<file path="config.mk">
export PLATFORM = sky130hd
export DESIGN_NAME = error_heatmap_flat
export DESIGN_NICKNAME = d
export VERILOG_FILES = /design/src/rtl/error_heatmap_pkg.sv /design/src/rtl/error_heatmap_if.sv /design/src/rtl/error_heatmap_port_stats.sv /design/src/rtl/error_heatmap.sv /design/src/flat_wrapper.sv
export SDC_FILE = /design/constraint.sdc
export NUM_CORES = 2
export LEC_CHECK = 0
export ABC_CLOCK_PERIOD_IN_PS = 54900
export BUFFER_PORTS_ARGS = -buffer_cell sky130_fd_sc_hd__clkbuf_2
export CORE_MARGIN = 3
export CORE_UTILIZATION = 62
export DETAILED_ROUTE_END_ITERATION = 16
export HOLD_SLACK_MARGIN = 0.06
export PLACE_DENSITY = 0.79
export SKIP_CTS_REPAIR_TIMING = 1
export SLEW_MARGIN = 20
export SYNTH_ARGS = -nofsm -noshare
export SYNTH_HDL_FRONTEND = slang
export SYNTH_SLANG_ARGS = --single-unit
</file>
<file path="constraint.sdc">
create_clock -name clk -period 54.9 [get_ports clk]
set_input_delay 10.98 -clock clk [delete_from_list [all_inputs] [get_ports clk]]
set_output_delay 10.98 -clock clk [all_outputs]
set_load 0.01 [all_outputs]
</file>
<file path="src/rtl/error_heatmap_pkg.sv">
// Shared constants and helpers for the error heatmap aggregator.
package error_heatmap_pkg;

    // Readout word selectors seen by the host debug bridge.
    localparam logic [1:0] WORD_READS  = 2'd0;
    localparam logic [1:0] WORD_ERRORS = 2'd1;
    localparam logic [1:0] WORD_MASK   = 2'd2;
    localparam logic [1:0] WORD_FIRST  = 2'd3;

    // Increment that sticks at the all-ones value of a counter 'width' bits wide.
    function automatic logic [31:0] sat_inc(input logic [31:0] value, input int width);
        logic [31:0] max_val;
        max_val = (width >= 32) ? 32'hFFFF_FFFF : ((32'd1 << width) - 32'd1);
        return (value == max_val) ? value : value + 32'd1;
    endfunction

endpackage

</file>
<file path="src/rtl/error_heatmap_if.sv">
// Request/acknowledge readout channel between the host debug bridge and the aggregator.
interface error_heatmap_if;

    logic        rq_req;
    logic [3:0]  rq_port;
    logic [1:0]  rq_word;
    logic        rq_ack;
    logic [31:0] rq_d;

    modport master (output rq_req, rq_port, rq_word, input rq_ack, rq_d);
    modport slave  (input rq_req, rq_port, rq_word, output rq_ack, rq_d);

endinterface

</file>
<file path="src/rtl/error_heatmap_port_stats.sv">
// Statistics for one port under test: saturating counters, cumulative error
// mask and one decaying heat cell per error bit.
module port_stats
    import error_heatmap_pkg::*;
#(
    parameter int DW    = 16,
    parameter int HW    = 8,
    parameter int CW    = 32,
    parameter int DECAY = 1
)
(
    input  logic             clk,
    input  logic             reset,
    input  logic             clear,
    input  logic             rd_stb,
    input  logic             err,
    input  logic [DW-1:0]    errbits,
    input  logic             decay_stb,
    output logic [CW-1:0]    readcount,
    output logic [CW-1:0]    errorcount,
    output logic [DW-1:0]    mask,
    output logic [DW*HW-1:0] heat
);

    localparam logic [HW-1:0] HEAT_MAX = '1;

    logic [HW-1:0] heat_q [DW];

    // Counters saturate independently; clear takes precedence over any pulse.
    always_ff @(posedge clk or posedge reset) begin
        if (reset) begin
            readcount  <= '0;
            errorcount <= '0;
            mask       <= '0;
        end else if (clear) begin
            readcount  <= '0;
            errorcount <= '0;
            mask       <= '0;
        end else begin
            if (rd_stb)
                readcount <= CW'(sat_inc(32'(readcount), CW));
            if (err) begin
                errorcount <= CW'(sat_inc(32'(errorcount), CW));
                mask       <= mask | errbits;
            end
        end
    end

    // Heat cells: a fresh error pins a cell to max, which wins over decay.
    always_ff @(posedge clk or posedge reset) begin
        if (reset) begin
            for (int b = 0; b < DW; b++)
                heat_q[b] <= '0;
        end else if (clear) begin
            for (int b = 0; b < DW; b++)
                heat_q[b] <= '0;
        end else begin
            for (int b = 0; b < DW; b++) begin
                if (err && errbits[b])
                    heat_q[b] <= HEAT_MAX;
                else if (decay_stb)
                    heat_q[b] <= (int'(heat_q[b]) > DECAY) ? heat_q[b] - HW'(DECAY) : '0;
            end
        end
    end

    for (genvar b = 0; b < DW; b++) begin : g_heat_flat
        assign heat[b*HW +: HW] = heat_q[b];
    end

endmodule

</file>
<file path="src/rtl/error_heatmap.sv">
// Error-statistics aggregator for the SDRAM stress test: per-port stats,
// first-failure capture, host readout and a registered heatmap read port.
module error_heatmap
    import error_heatmap_pkg::*;
#(
    parameter  int PORTS = 5,
    parameter  int DW    = 16,
    parameter  int HW    = 8,
    parameter  int CW    = 32,
    parameter  int DECAY = 1,
    localparam int CELLS = PORTS * DW,
    localparam int AW    = (CELLS > 1) ? $clog2(CELLS) : 1
)
(
    input  logic                clk,
    input  logic                reset,
    input  logic [PORTS-1:0]    rd_stb,
    input  logic [PORTS-1:0]    err,
    input  logic [PORTS*DW-1:0] errbits,
    input  logic                clear,
    input  logic                decay_stb,
    input  logic [AW-1:0]       hm_addr,
    output logic [HW-1:0]       hm_q,
    error_heatmap_if.slave      rq,
    output logic                any_err,
    output logic                first_valid
);

    logic [CW-1:0]       readcount  [PORTS];
    logic [CW-1:0]       errorcount [PORTS];
    logic [DW-1:0]       mask       [PORTS];
    logic [CELLS*HW-1:0] heat_flat;

    for (genvar p = 0; p < PORTS; p++) begin : g_port
        port_stats #(
            .DW    (DW),
            .HW    (HW),
            .CW    (CW),
            .DECAY (DECAY)
        ) u_stats (
            .clk        (clk),
            .reset      (reset),
            .clear      (clear),
            .rd_stb     (rd_stb[p]),
            .err        (err[p]),
            .errbits    (errbits[p*DW +: DW]),
            .decay_stb  (decay_stb),
            .readcount  (readcount[p]),
            .errorcount (errorcount[p]),
            .mask       (mask[p]),
            .heat       (heat_flat[p*DW*HW +: DW*HW])
        );
    end

    logic [3:0]  low_idx;
    logic [15:0] low_bits;
    logic        any_next;
    logic [3:0]  first_port;
    logic [15:0] first_bits;

    // Lowest erroring port this cycle, and whether any mask is or is about to become nonzero.
    always_comb begin
        low_idx  = '0;
        any_next = 1'b0;
        for (int p = PORTS - 1; p >= 0; p--) begin
            if (err[p])
                low_idx = 4'(p);
        end
        for (int p = 0; p < PORTS; p++) begin
            any_next = any_next | (|mask[p]) | (err[p] & (|errbits[p*DW +: DW]));
        end
        low_bits = 16'(errbits[int'(low_idx)*DW +: DW]);
    end

    // First-failure capture freezes after the first erroring cycle until clear.
    always_ff @(posedge clk or posedge reset) begin
        if (reset) begin
            first_valid <= 1'b0;
            first_port  <= '0;
            first_bits  <= '0;
        end else if (clear) begin
            first_valid <= 1'b0;
            first_port  <= '0;
            first_bits  <= '0;
        end else if (!first_valid && (|err)) begin
            first_valid <= 1'b1;
            first_port  <= low_idx;
            first_bits  <= low_bits;
        end
    end

    // any_err tracks the masks with the same one-cycle latency as the masks themselves.
    always_ff @(posedge clk or posedge reset) begin
        if (reset)
            any_err <= 1'b0;
        else if (clear)
            any_err <= 1'b0;
        else
            any_err <= any_next;
    end

    logic [31:0] sel_reads;
    logic [31:0] sel_errors;
    logic [31:0] sel_mask;
    logic [31:0] word_sel;

    // Readout mux; unknown ports read as zero while the first-capture word is global.
    always_comb begin
        sel_reads  = '0;
        sel_errors = '0;
        sel_mask   = '0;
        for (int p = 0; p < PORTS; p++) begin
            if (rq.rq_port == 4'(p)) begin
                sel_reads  = 32'(readcount[p]);
                sel_errors = 32'(errorcount[p]);
                sel_mask   = 32'(mask[p]);
            end
        end
        case (rq.rq_word)
            WORD_READS:  word_sel = sel_reads;
            WORD_ERRORS: word_sel = sel_errors;
            WORD_MASK:   word_sel = sel_mask;
            WORD_FIRST:  word_sel = {first_valid, 11'b0, first_port, first_bits};
            default:     word_sel = '0;
        endcase
    end

    // One ack per request, carrying the state as it was before this edge's updates.
    always_ff @(posedge clk or posedge reset) begin
        if (reset) begin
            rq.rq_ack <= 1'b0;
            rq.rq_d   <= '0;
        end else begin
            rq.rq_ack <= rq.rq_req;
            if (rq.rq_req)
                rq.rq_d <= word_sel;
        end
    end

    logic [HW-1:0] hm_sel;

    // Heat cell lookup; addresses past the last cell read as zero.
    always_comb begin
        hm_sel = '0;
        if (int'(hm_addr) < CELLS)
            hm_sel = heat_flat[int'(hm_addr)*HW +: HW];
    end

    // Registered heat read port for the video renderer.
    always_ff @(posedge clk or posedge reset) begin
        if (reset)
            hm_q <= '0;
        else
            hm_q <= hm_sel;
    end

endmodule

</file>
<file path="src/flat_wrapper.sv">
// flat-port wrapper written by rule: the top's interface ports become plain ports
module error_heatmap_flat import error_heatmap_pkg::*;
#(
    parameter  int PORTS = 5,
    parameter  int DW    = 16,
    parameter  int HW    = 8,
    parameter  int CW    = 32,
    parameter  int DECAY = 1,
    localparam int CELLS = PORTS * DW,
    localparam int AW    = (CELLS > 1) ? $clog2(CELLS) : 1
)
  (clk, reset, rd_stb, err, errbits, clear, decay_stb, hm_addr, hm_q, any_err, first_valid, rq_rq_req, rq_rq_port, rq_rq_word, rq_rq_ack, rq_rq_d);
  error_heatmap_if rq_i ();
  input  logic clk;
  input  logic reset;
  input  logic [PORTS-1:0] rd_stb;
  input  logic [PORTS-1:0] err;
  input  logic [PORTS*DW-1:0] errbits;
  input  logic clear;
  input  logic decay_stb;
  input  logic [AW-1:0] hm_addr;
  output logic [HW-1:0] hm_q;
  output logic any_err;
  output logic first_valid;
  input wire logic [$bits(rq_i.rq_req)-1:0] rq_rq_req;
  input wire logic [$bits(rq_i.rq_port)-1:0] rq_rq_port;
  input wire logic [$bits(rq_i.rq_word)-1:0] rq_rq_word;
  output wire logic [$bits(rq_i.rq_ack)-1:0] rq_rq_ack;
  output wire logic [$bits(rq_i.rq_d)-1:0] rq_rq_d;
  assign rq_i.rq_req = rq_rq_req;
  assign rq_i.rq_port = rq_rq_port;
  assign rq_i.rq_word = rq_rq_word;
  assign rq_rq_ack = rq_i.rq_ack;
  assign rq_rq_d = rq_i.rq_d;
  error_heatmap #(.PORTS(PORTS), .DW(DW), .HW(HW), .CW(CW), .DECAY(DECAY)) u_core (.clk(clk), .reset(reset), .rd_stb(rd_stb), .err(err), .errbits(errbits), .clear(clear), .decay_stb(decay_stb), .hm_addr(hm_addr), .hm_q(hm_q), .rq(rq_i), .any_err(any_err), .first_valid(first_valid));
endmodule
</file>
==> flow_summary.json <==
{
  "timing_hold_violations_final": 0,
  "design.final.nets": 7815,
  "cp-end-kind": "asynchronous set/reset pin",
  "final_area_sq_mm": 0.0729,
  "ant_nets": 0,
  "startpoint_type": "primary input",
  "power.density_cell_area_mw_per_mm2": 31.5,
  "fp.dieW_um": 336,
  "combinationalPowerShare_pct": 20.7,
  "final_min_period_over_clock_period_pct": 25.3,
  "finClkSkew_ps": 28.8,
  "detailedPlace.worstSlack_ps": 39790,
  "grt_first_pass_wirelength_um": 341000,
  "seq_power_share_pct": 42.8,
  "synthMuxAreaShare_pct": 8.35,
  "path_max_fanout": 93,
  "totalNegativeSetupSlack_ps": 0,
  "fin_ws_ps": 41020,
  "area_share_of_xor_xnor_cells_in_the_synthesized_design_pct": 3.22,
  "global_route.usage.total_pct": 38.4,
  "die_y_um": 336,
  "via_count_of_the_first_global_routing_pass": 58900,
  "gp_congestion": 1.00,
  "synth_ff_type": "sky130_fd_sc_hd__dfrtp_1",
  "core_area_sq_mm": 0.108,
  "path_clk_slew_ps": 60,
  "synth-compound-area-share_pct": 19.6,
  "worst_pin_slew_ps": 1120,
  "total_leakage_power_nw": 29.6,
  "postSynthRegisterBits": 1102,
  "power.share.clock_pct": 36.5,
  "clkSinkCount": 1102,
  "switching_share_pct": 32.5,
  "final-max-slew-violation-count": 0,
  "start_util_pct": 62.8,
  "worst-endpoint-required_ps": 55660,
  "post_route_cells_drive_above_1_share_pct": 9.06,
  "layout-area-overhead-vs-synth_pct": 7.96,
  "max_slew_headroom_pct": 24.6,
  "dominant_combinational_cell_family_by_area_after_synthesis": "simple AND/OR/NAND/NOR gates",
  "holdCritPathClass": "flip-flop to flip-flop",
  "count_of_flip_flops_with_a_built_in_enable_after_synthesis": 0,
  "result_of_the_run": "complete, no violations",
  "design_power_total_mw": 2.30,
  "gr-max-usage-layer": "met2",
  "post_drt_wl_per_cell_um": 24.3,
  "synth-adder-area-share_pct": 3.15,
  "clk-insertion-delay-late_ps": 740,
  "gr-total-overflow": 0,
  "timing.max_cap.violations": 0,
  "floorplan.die_area_sq_mm": 0.113,
  "syn_area_sq_mm": 0.0675,
  "ir_drop_worst_vdd_mv": 0.0320,
  "cp_slowest_cell": "sky130_fd_sc_hd__buf_4",
  "drt-total-wl_um": 220000,
  "r2r_cells": 6,
  "clockRootBuffer": "sky130_fd_sc_hd__clkbuf_16",
  "groute.layer.met3.usage_pct": 9.53,
  "path_cells": "clkbuf_2 -> inv_8 -> buf_4 -> buf_4 -> buf_4 -> buf_6",
  "detailed_place.area_sq_mm": 0.0688,
  "p_int_mw": 1.55,
  "antenna_found_initial": 22,
  "num_io_pins": 151,
  "grt_max_degree": 211,
  "dpl.hpwl_um": 155000,
  "postSynth.asyncResetShare_pct": 100,
  "crit_path_max_incr_delay_ps": 770,
  "timing.setup.critical_path_class": "primary input to asynchronous set/reset pin",
  "post_synth.cell_area_avg_sq_um": 8.83,
  "syn-num-nets": 7924,
  "setup_viol_count_final": 0,
  "ctsHtreeMaxLevel": 3,
  "yosys.area_share.simple_pct": 20.7,
  "drt_iter0_markers": 8892,
  "p_sw_mw": 0.747,
  "numCtsBuffers": 120,
  "port_buffers": 150,
  "cts_buffer_depth": 3,
  "floorplan.rows": 120,
  "drc": 0,
  "rsz0062_at_grt": "false",
  "cts_tree": "built",
  "yosysWarningCount": 0,
  "detailedRoute.firstPassIterationCount": 13,
  "ys_seq_area_share_pct": 40.8,
  "gr-usage-met1_pct": 52.4,
  "number_of_filler_cells_placed_in_the_layout": 8539,
  "achievable-frequency_ghz": 0.0720,
  "finalWorstPathRequiredPeriod_ps": 13880,
  "syn_inst": 7646,
  "crit_arrival_ps": 14650,
  "hold-path-cell-count": 2,
  "critPathMostFrequentCell": "sky130_fd_sc_hd__buf_4",
  "route.vias.total": 64200,
  "vias_per_cell": 7.09,
  "yosys.cell_types.count": 84,
  "use_met2_pct": 56.1
}
## layout by cell type (no fill, tap or decap), types with 143 or more instances in the layout
cell type	instances
sky130_fd_sc_hd__nand3_1	210
sky130_fd_sc_hd__nor2_1	905
sky130_fd_sc_hd__nor3_1	312
sky130_fd_sc_hd__mux4_2	190
sky130_fd_sc_hd__nand4_1	196
sky130_fd_sc_hd__clkbuf_2	143
sky130_fd_sc_hd__a21oi_1	654
sky130_fd_sc_hd__dfrtp_1	1102
sky130_fd_sc_hd__inv_1	256
sky130_fd_sc_hd__o21ai_0	768
sky130_fd_sc_hd__a31oi_1	340
sky130_fd_sc_hd__nand2_1	549
sky130_fd_sc_hd__xor2_1	147
sky130_fd_sc_hd__or3_1	193
sky130_fd_sc_hd__ha_1	170
## registers in the layout (all words and copies together), names as in the netlist
name                              cells
u_core.g_port.u_stats.errorcount    160
u_core.g_port.u_stats.heat          640
u_core.first_valid                    1
u_core.rq.rq_d                       32
u_core.rq.rq_ack                      1
u_core.hm_q                           8
u_core.g_port.u_stats.mask           80
u_core.g_port.u_stats.readcount     160
u_core.first_bits                    16
u_core.first_port                     3
u_core.any_err                        1
## Yosys cell counts (all sizes together), types with 18 or more instances
cell | number | share of area, %
nor2b | 33 | 0.31
or4 | 24 | 0.27
inv | 258 | 1.4
nor4 | 124 | 1.2
or3 | 193 | 1.8
o21a | 41 | 0.46
o22ai | 22 | 0.20
and3 | 61 | 0.57
or2 | 34 | 0.31
nor3b | 59 | 0.66
nand2b | 31 | 0.29
mux4 | 190 | 6.3
and2 | 60 | 0.56
clkbuf | 329 | 1.8
nand2 | 549 | 3.1
a21oi | 654 | 4.8
a22oi | 70 | 0.78
and4 | 28 | 0.37
a41oi | 52 | 0.67
a31oi | 341 | 3.2
xor2 | 147 | 1.9
mux2i | 121 | 1.8
o221ai | 25 | 0.32
o31ai | 30 | 0.34
ha | 170 | 3.1
nand3 | 210 | 1.6
a222oi | 40 | 0.59
nand4 | 197 | 1.8
dfrtp | 1102 | 41
nor3 | 315 | 2.3
a221oi | 20 | 0.26
nor2 | 908 | 5.1
buf | 112 | 0.82
o21ai | 768 | 5.7
o2111a | 20 | 0.33
a211oi | 34 | 0.38
o211ai | 18 | 0.20
xnor2 | 101 | 1.3
## metrics by stage
stage	hold slack, ps	cells	util (%)
6_report	483	9054	67.8
3_5_place_dp	468	8818	64.0
5_1_grt	497	9042	67.8
4_1_cts	484	9038	67.8
3_3_place_gp	464	8818	64.0
2_1_floorplan	444	7646	-
## layout make-up
type | instances | area [sq um] | share of cell area, %
Multi-Input combinational cell | 5845 | 37200 | 51.1
Sequential cell | 1102 | 27600 | 37.8
Clock buffer | 178 | 3530 | 4.84
Tap cell | 1403 | 1760 | 2.41
Timing Repair Buffer | 210 | 1260 | 1.73
Inverter | 258 | 981 | 1.35
Clock inverter | 42 | 522 | 0.716
Antenna cell | 16 | 40.0 | 0.0549
## power by group through the flow
stage               clock (mW)  combinational, mW  sequential, mW
floorplan                    0              0.352           0.955
global placement             0              0.449           0.990
detailed placement           0              0.462           0.992
CTS                      0.844              0.465           0.978
global route             0.877              0.527           0.992
finish                   0.838              0.476           0.985
## cell families (layout without fill, tap and decap cells)
| family | count (synthesis) | in the layout |
|---|---|---|
| xor gates and xnor gates | 248 | 248 |
| DFF | 1102 | 1102 |
| other | 0 | 16 |
| AOI/OAI and AO/OA | 2240 | 2240 |
| muxes | 324 | 324 |
| adders and majority gates | 170 | 170 |
| and+or+nand+nor | 2863 | 2863 |
| buffers and inverters | 699 | 688 |
## path summary, 6_finish.rpt
path,from,endpoint,slack (ps)
min in group asynchronous,reset,u_core.g_port[0].u_stats.readcount[3],10320
min reg2reg,u_core.first_bits[13],u_core.first_bits[13],480
max reg2reg,u_core.g_port[1].u_stats.errorcount[21],u_core.g_port[1].u_stats.errorcount[31],52150
max,reset,u_core.g_port[2].u_stats.errorcount[3],41020
max in group clk,hm_addr[0],u_core.hm_q[6],41220
min,u_core.first_bits[13],u_core.first_bits[13],480
## layer usage
metal | part of all wire (%) | vias up | wire, um
met2 | 43 | 4118 | 94900
met4 | 6.9 | 28 | 15300
met1 | 38 | 31000 | 83500
met5 | 0.11 | - | 250
met3 | 12 | 856 | 26600
li1 | - | 28200 | -
## worst max-delay path, delay by kind of cell
kind | cells | cell delay [ps]
buf+inv | 6 | 3420
Note: power is estimated with default switching activity, not from simulation.
